`src/rtl/scroller_pkg.sv`:
```
// Shared constants, band table and FSM state type for the parallax scroll sequencer.
package scroller_pkg;

    localparam int unsigned LAYERS_DEF      = 4;
    localparam int unsigned LINE_EVT_H_DEF  = 656;
    localparam int unsigned FRAME_EVT_V_DEF = 481;

    localparam int unsigned POS_W      = 10;
    localparam int unsigned CUT_W      = 5;
    localparam int unsigned BAND_SHIFT = 4;
    localparam int unsigned MAX_CUTOFF = 16;

    localparam int unsigned BASE_N     = 4;
    localparam int unsigned BASE_IDX_W = 2;
    localparam int unsigned BASE_STEP  = 48;
    localparam logic [POS_W-1:0] BASE_TABLE [BASE_N] = '{10'd128, 10'd176, 10'd224, 10'd272};

    typedef enum logic {
        ST_IDLE = 1'b0,
        ST_UPD  = 1'b1
    } seq_state_e;

    // Layers beyond the table continue the same 48-line spacing.
    function automatic logic [POS_W-1:0] base_for(input int unsigned k);
        if (k < BASE_N) begin
            return BASE_TABLE[BASE_IDX_W'(k)];
        end
        return POS_W'(int'(BASE_TABLE[BASE_N-1]) + int'(BASE_STEP * (k - (BASE_N - 1))));
    endfunction

endpackage

```
`src/rtl/band_cutoff.sv`:
```
// Skyline cutoff for one layer: number of 16-line bands below vcount, clamped.
module band_cutoff
    import scroller_pkg::*;
#(
    parameter logic [POS_W-1:0] BASE = 10'd128
) (
    input  logic [POS_W-1:0] vcount,
    output logic [CUT_W-1:0] cutoff_c
);

    localparam int unsigned BAND_W = POS_W - BAND_SHIFT;

    logic [POS_W-1:0]  offset;
    logic [BAND_W-1:0] band;

    always_comb begin
        offset = vcount - BASE;
        band   = offset[POS_W-1:BAND_SHIFT];
        if (vcount < BASE) begin
            cutoff_c = '0;
        end else if (band >= BAND_W'(MAX_CUTOFF - 1)) begin
            cutoff_c = CUT_W'(MAX_CUTOFF);
        end else begin
            cutoff_c = CUT_W'(band) + CUT_W'(1);
        end
    end

endmodule

```
`src/rtl/scroll_sequencer.sv`:
```
// Per-line reload strobe, skyline cutoffs and per-frame layer divider sequencing.
module scroll_sequencer
    import scroller_pkg::*;
#(
    parameter int unsigned LAYERS      = LAYERS_DEF,
    parameter int unsigned LINE_EVT_H  = LINE_EVT_H_DEF,
    parameter int unsigned FRAME_EVT_V = FRAME_EVT_V_DEF
) (
    input  logic                      clk,
    input  logic                      rst_n,
    input  logic [POS_W-1:0]          hcount,
    input  logic [POS_W-1:0]          vcount,
    input  logic                      pause,
    output logic                      line_load,
    output logic [LAYERS-1:0]         frame_adv,
    output logic [CUT_W*LAYERS-1:0]   cutoff,
    output logic                      busy
);

    localparam int unsigned IDX_W = (LAYERS > 1) ? $clog2(LAYERS) : 1;
    localparam int unsigned DIV_W = (LAYERS > 1) ? LAYERS - 1 : 1;

    seq_state_e              state_q;
    seq_state_e              state_d;
    logic [IDX_W-1:0]        idx_q;
    logic [IDX_W-1:0]        idx_d;
    logic [DIV_W-1:0]        div_q [LAYERS];
    logic [DIV_W-1:0]        div_d [LAYERS];
    logic [LAYERS-1:0]       frame_adv_d;
    logic [CUT_W*LAYERS-1:0] cutoff_c;
    logic                    line_evt_c;
    logic                    frame_evt_c;
    logic                    last_layer_c;

    assign line_evt_c   = (hcount == POS_W'(LINE_EVT_H));
    assign frame_evt_c  = line_evt_c && (vcount == POS_W'(FRAME_EVT_V));
    assign last_layer_c = (idx_q == IDX_W'(LAYERS - 1));

    for (genvar k = 0; k < LAYERS; k++) begin : g_band
        band_cutoff #(
            .BASE (base_for(k))
        ) u_band_cutoff (
            .vcount   (vcount),
            .cutoff_c (cutoff_c[CUT_W*k +: CUT_W])
        );
    end

    always_ff @(posedge clk or negedge rst_n) begin
        if (!rst_n) begin
            state_q <= ST_IDLE;
        end else begin
            state_q <= state_d;
        end
    end

    // A frame event seen while already updating is deliberately dropped.
    always_comb begin
        state_d = state_q;
        case (state_q)
            ST_IDLE: if (frame_evt_c)  state_d = ST_UPD;
            ST_UPD:  if (last_layer_c) state_d = ST_IDLE;
            default: state_d = ST_IDLE;
        endcase
    end

    // One layer per UPD cycle; pause is sampled in that layer's own cycle.
    always_comb begin
        idx_d       = idx_q;
        div_d       = div_q;
        frame_adv_d = '0;
        if (state_q == ST_UPD) begin
            idx_d = last_layer_c ? '0 : idx_q + IDX_W'(1);
            for (int unsigned k = 0; k < LAYERS; k++) begin
                if ((idx_q == IDX_W'(k)) && !pause) begin
                    if (div_q[k] == DIV_W'((1 << k) - 1)) begin
                        div_d[k]       = '0;
                        frame_adv_d[k] = 1'b1;
                    end else begin
                        div_d[k] = div_q[k] + DIV_W'(1);
                    end
                end
            end
        end else begin
            idx_d = '0;
        end
    end

    always_ff @(posedge clk or negedge rst_n) begin
        if (!rst_n) begin
            idx_q     <= '0;
            frame_adv <= '0;
            line_load <= 1'b0;
            cutoff    <= '0;
            busy      <= 1'b0;
            for (int unsigned k = 0; k < LAYERS; k++) begin
                div_q[k] <= '0;
            end
        end else begin
            idx_q     <= idx_d;
            div_q     <= div_d;
            frame_adv <= frame_adv_d;
            line_load <= line_evt_c;
            busy      <= (state_d == ST_UPD);
            if (line_evt_c) begin
                cutoff <= cutoff_c;
            end
        end
    end

endmodule

```
`config.mk`:
```
export PLATFORM = sky130hd
export DESIGN_NAME = scroll_sequencer
export DESIGN_NICKNAME = d
export VERILOG_FILES = /design/src/rtl/scroller_pkg.sv /design/src/rtl/band_cutoff.sv /design/src/rtl/scroll_sequencer.sv
export SDC_FILE = /design/constraint.sdc
export NUM_CORES = 1
export LEC_CHECK = 0
export BUFFER_PORTS_ARGS = -buffer_cell sky130_fd_sc_hd__buf_4
export CAP_MARGIN = 0
export CORE_UTILIZATION = 54
export CTS_BUF_LIST = sky130_fd_sc_hd__clkbuf_16
export DETAILED_ROUTE_END_ITERATION = 16
export PLACE_DENSITY_LB_ADDON = 0.08
export REMOVE_ABC_BUFFERS = 1
export SYNTH_ARGS = -nofsm -noshare
export SYNTH_HDL_FRONTEND = slang
export SYNTH_SLANG_ARGS = --single-unit
```
`constraint.sdc`:
```
create_clock -name clk -period 1.4 [get_ports clk]
set_input_delay 0.28 -clock clk [delete_from_list [all_inputs] [get_ports clk]]
set_output_delay 0.28 -clock clk [all_outputs]
set_load 0.01 [all_outputs]
```
==> results.json <==
{
  "first_pass_iters": 4,
  "die-area_um2": 4430,
  "drtIter0Drc": 139,
  "grt_max_degree": 41,
  "end_kind": "flop",
  "met2_usage": 0.524,
  "cp_data_arrival_time_ns": 1.66,
  "finalCritPeriodShare": 1.05,
  "syn_to_final_growth_pct": 53.6,
  "place_area_um2": 2970,
  "wirelength_mm": 6.55,
  "track_usage": 0.289,
  "min_path_type": "primary input to flop",
  "synth_seq_cells": 40,
  "avgSynthCellArea_um2": 9.79,
  "p_per_area_nw_per_um2": 915,
  "grt_use_met3": 0.0479,
  "vdd_ir_drop_max_uv": 769,
  "path_max_fanout": 6,
  "fin_ws_ns": -0.0716,
  "core_um2": 4000,
  "dieWidth_um": 66.6,
  "cts_tree": "built",
  "nets": 367,
  "hold_violations": 0,
  "grt_pass1_vias": 2099,
  "clockBufferDepth": 2,
  "fillers": 187,
  "grt_pass1_wl_mm": 9.54,
  "relSlewSlack": 0.672,
  "num_vias": 2112,
  "grt-busiest-layer": "met2",
  "cp.required_ns": 1.58,
  "die_y_um": 66.6,
  "drv_slew": 0,
  "rsz0062_at_grt": "true",
  "finalWeightedCongestion": 0.845,
  "yosys_warnings": 0,
  "antenna_found_initial": 0,
  "synthCells": 230,
  "clock_latency_ns": 0.28,
  "start_util": 0.563,
  "p_leak_nw": 1.71,
  "layout_common_cells": "buf_4 (82), dfrtp_1 (40), nand2_1 (36), o21ai_0 (17), ha_1 (17)",
  "crit_type": "primary input to flop",
  "grt_overflow": 0,
  "instances_no_fill": 371,
  "setup_viol": 6,
  "n_antenna_cell": 0,
  "ys_types": 40,
  "drive_gt1_frac": 0.414,
  "max_clock_freq_mhz": 680,
  "ios": 49,
  "drc": 0,
  "outcome": "finished with violations",
  "hpwl_mm": 3.90,
  "h-tree-depth": 2,
  "worstMarginPinSlew_ns": 0.493,
  "wl_per_cell_um": 17.7,
  "root_buffer": "clkbuf_16",
  "met1_usage": 0.334,
  "synth_sequential_area_ratio": 0.444,
  "detail-route-antenna-nets": 0,
  "via_per_inst": 5.69,
  "rows": 23,
  "stdcell_area_um2": 3460,
  "min_period_ns": 1.47,
  "port_buffers": 48,
  "violations": "negative setup slack",
  "finClkSkew_ns": 0.00349,
  "netlist_area_um2": 2250,
  "placed_cells": 360,
  "path_clk_slew_ns": 0.06,
  "final_common_cell": "buf_4",
  "cts_sinks": 40,
  "max_cap_violations": 0,
  "start_kind": "primary input",
  "cts_buffers": 5
}
[per-layer routing]
layer | share of wire | wire length, µm
met5 | 0 | 0
met3 | 0.046 | 304
met1 | 0.38 | 2510
met4 | 0.027 | 176
met2 | 0.54 | 3560
[flip-flops by register name (all words and copies together), names as in the netlist]
signal     count
frame_adv      4
cutoff        20
busy           1
div_q         12
line_load      1
idx_q          2
[power by group]
| part | total (mW) | leakage, nW | switching (mW) | internal [mW] |
|---|---|---|---|---|
| clock network | 1.46 | 0.0899 | 0.444 | 1.01 |
| registers | 1.18 | 0.546 | 0.00977 | 1.17 |
| logic | 0.532 | 1.07 | 0.263 | 0.269 |
| total | 3.17 | 1.71 | 0.717 | 2.45 |
[cells by family (layout without fill, tap and decap cells)]
kind of cell / count (synthesis) / count (layout) / synth area share
and+or+nand+nor: 72 / 72 / 0.157
adders and majority gates: 23 / 23 / 0.128
muxes: 2 / 2 / 0.0100
DFF: 40 / 40 / 0.444
buffers and inverters: 22 / 113 / 0.0394
xor gates and xnor gates: 18 / 18 / 0.0700
AOI/OAI and AO/OA: 53 / 53 / 0.151
[path summary, 6_finish.rpt]
check / start / slack (ns) / end / cells after the start
setup / recovery: vcount[5] / -0.07 / cutoff[10] / 7
hold / removal: vcount[1] / 0.40 / busy / 4
setup reg to reg: busy / 0.08 / busy / 4
hold reg to reg: idx_q[0] / 0.48 / idx_q[0] / 1
max in group asynchronous: rst_n / 0.54 / cutoff[6] / 2
min in group asynchronous: rst_n / 0.51 / div_q[6] / 2
[through the flow]
stage                     setup TNS (ns)  hold WS [ns]  total power [mW]  utilization  setup slack (ns)
after CTS                        -0.0152         0.352              3.09        0.826           -0.0152
after global placement             -6.16         0.279              1.58        0.742            -0.426
after floorplan                    -9.96       -0.0156              1.35            -            -0.563
final                             -0.215         0.402              3.17        0.865           -0.0716
after global routing               -1.01         0.415              3.27        0.865            -0.177
after detailed placement           -7.25         0.288              1.59        0.742            -0.503
[cell usage after synthesis, drive strengths merged]
cell / number / area [µm²]
o41ai: 3 / 33.8
nand4b: 1 / 8.76
a21boi: 1 / 7.51
nand2: 36 / 135
or4: 1 / 7.51
buf: 5 / 25.0
a21oi: 7 / 35.0
o211ai: 1 / 7.51
nor4: 3 / 18.8
ha: 23 / 288
nand4: 3 / 18.8
clkbuf: 4 / 15.0
mux2: 2 / 22.5
xor2: 4 / 35.0
nor4bb: 2 / 20.0
a22oi: 1 / 7.51
nand3: 4 / 20.0
a211oi: 1 / 12.5
a311oi: 1 / 8.76
dfrtp: 40 / 1000
nor2b: 4 / 25.0
xnor2: 14 / 123
nor3: 2 / 10.0
a31oi: 2 / 12.5
a31o: 1 / 8.76
o31ai: 1 / 7.51
o22ai: 1 / 6.26
and3: 1 / 6.26
a21o: 4 / 30.0
and2: 2 / 12.5
inv: 13 / 48.8
o21bai: 1 / 7.51
nand4bb: 1 / 11.3
a2111oi: 1 / 8.76
o21ai: 24 / 120
a2bb2oi: 1 / 8.76
nor2: 6 / 22.5
a22o: 2 / 17.5
nand2b: 6 / 37.5
[cell type report]
type                            count  area (µm²)  area share
Multi-Input combinational cell    168        1380       0.400
Sequential cell                    40        1000       0.289
Timing Repair Buffer               93         767       0.222
Clock buffer                        5         125      0.0362
Tap cell                           50        62.6      0.0181
Inverter                           13        61.3      0.0177
Clock inverter                      2        60.1      0.0174
[critical path: stages]
cell and delay [ns]:
buf_8 0.11, buf_8 0.13, ha_2 0.21, xor2_1 0.19, a311oi_2 0.35, nand2_1 0.17, o21ai_0 0.22
[repair_timing]
item / CTS / global route
hold buffers: 1 / 0
hold endpoints to repair: 40 / 0
setup endpoints to repair: 15 / 21
resized for setup: 35 / 29
pin swaps: 9 / 10
setup buffers: 1 / 2
(Power assumes the default switching activity.)
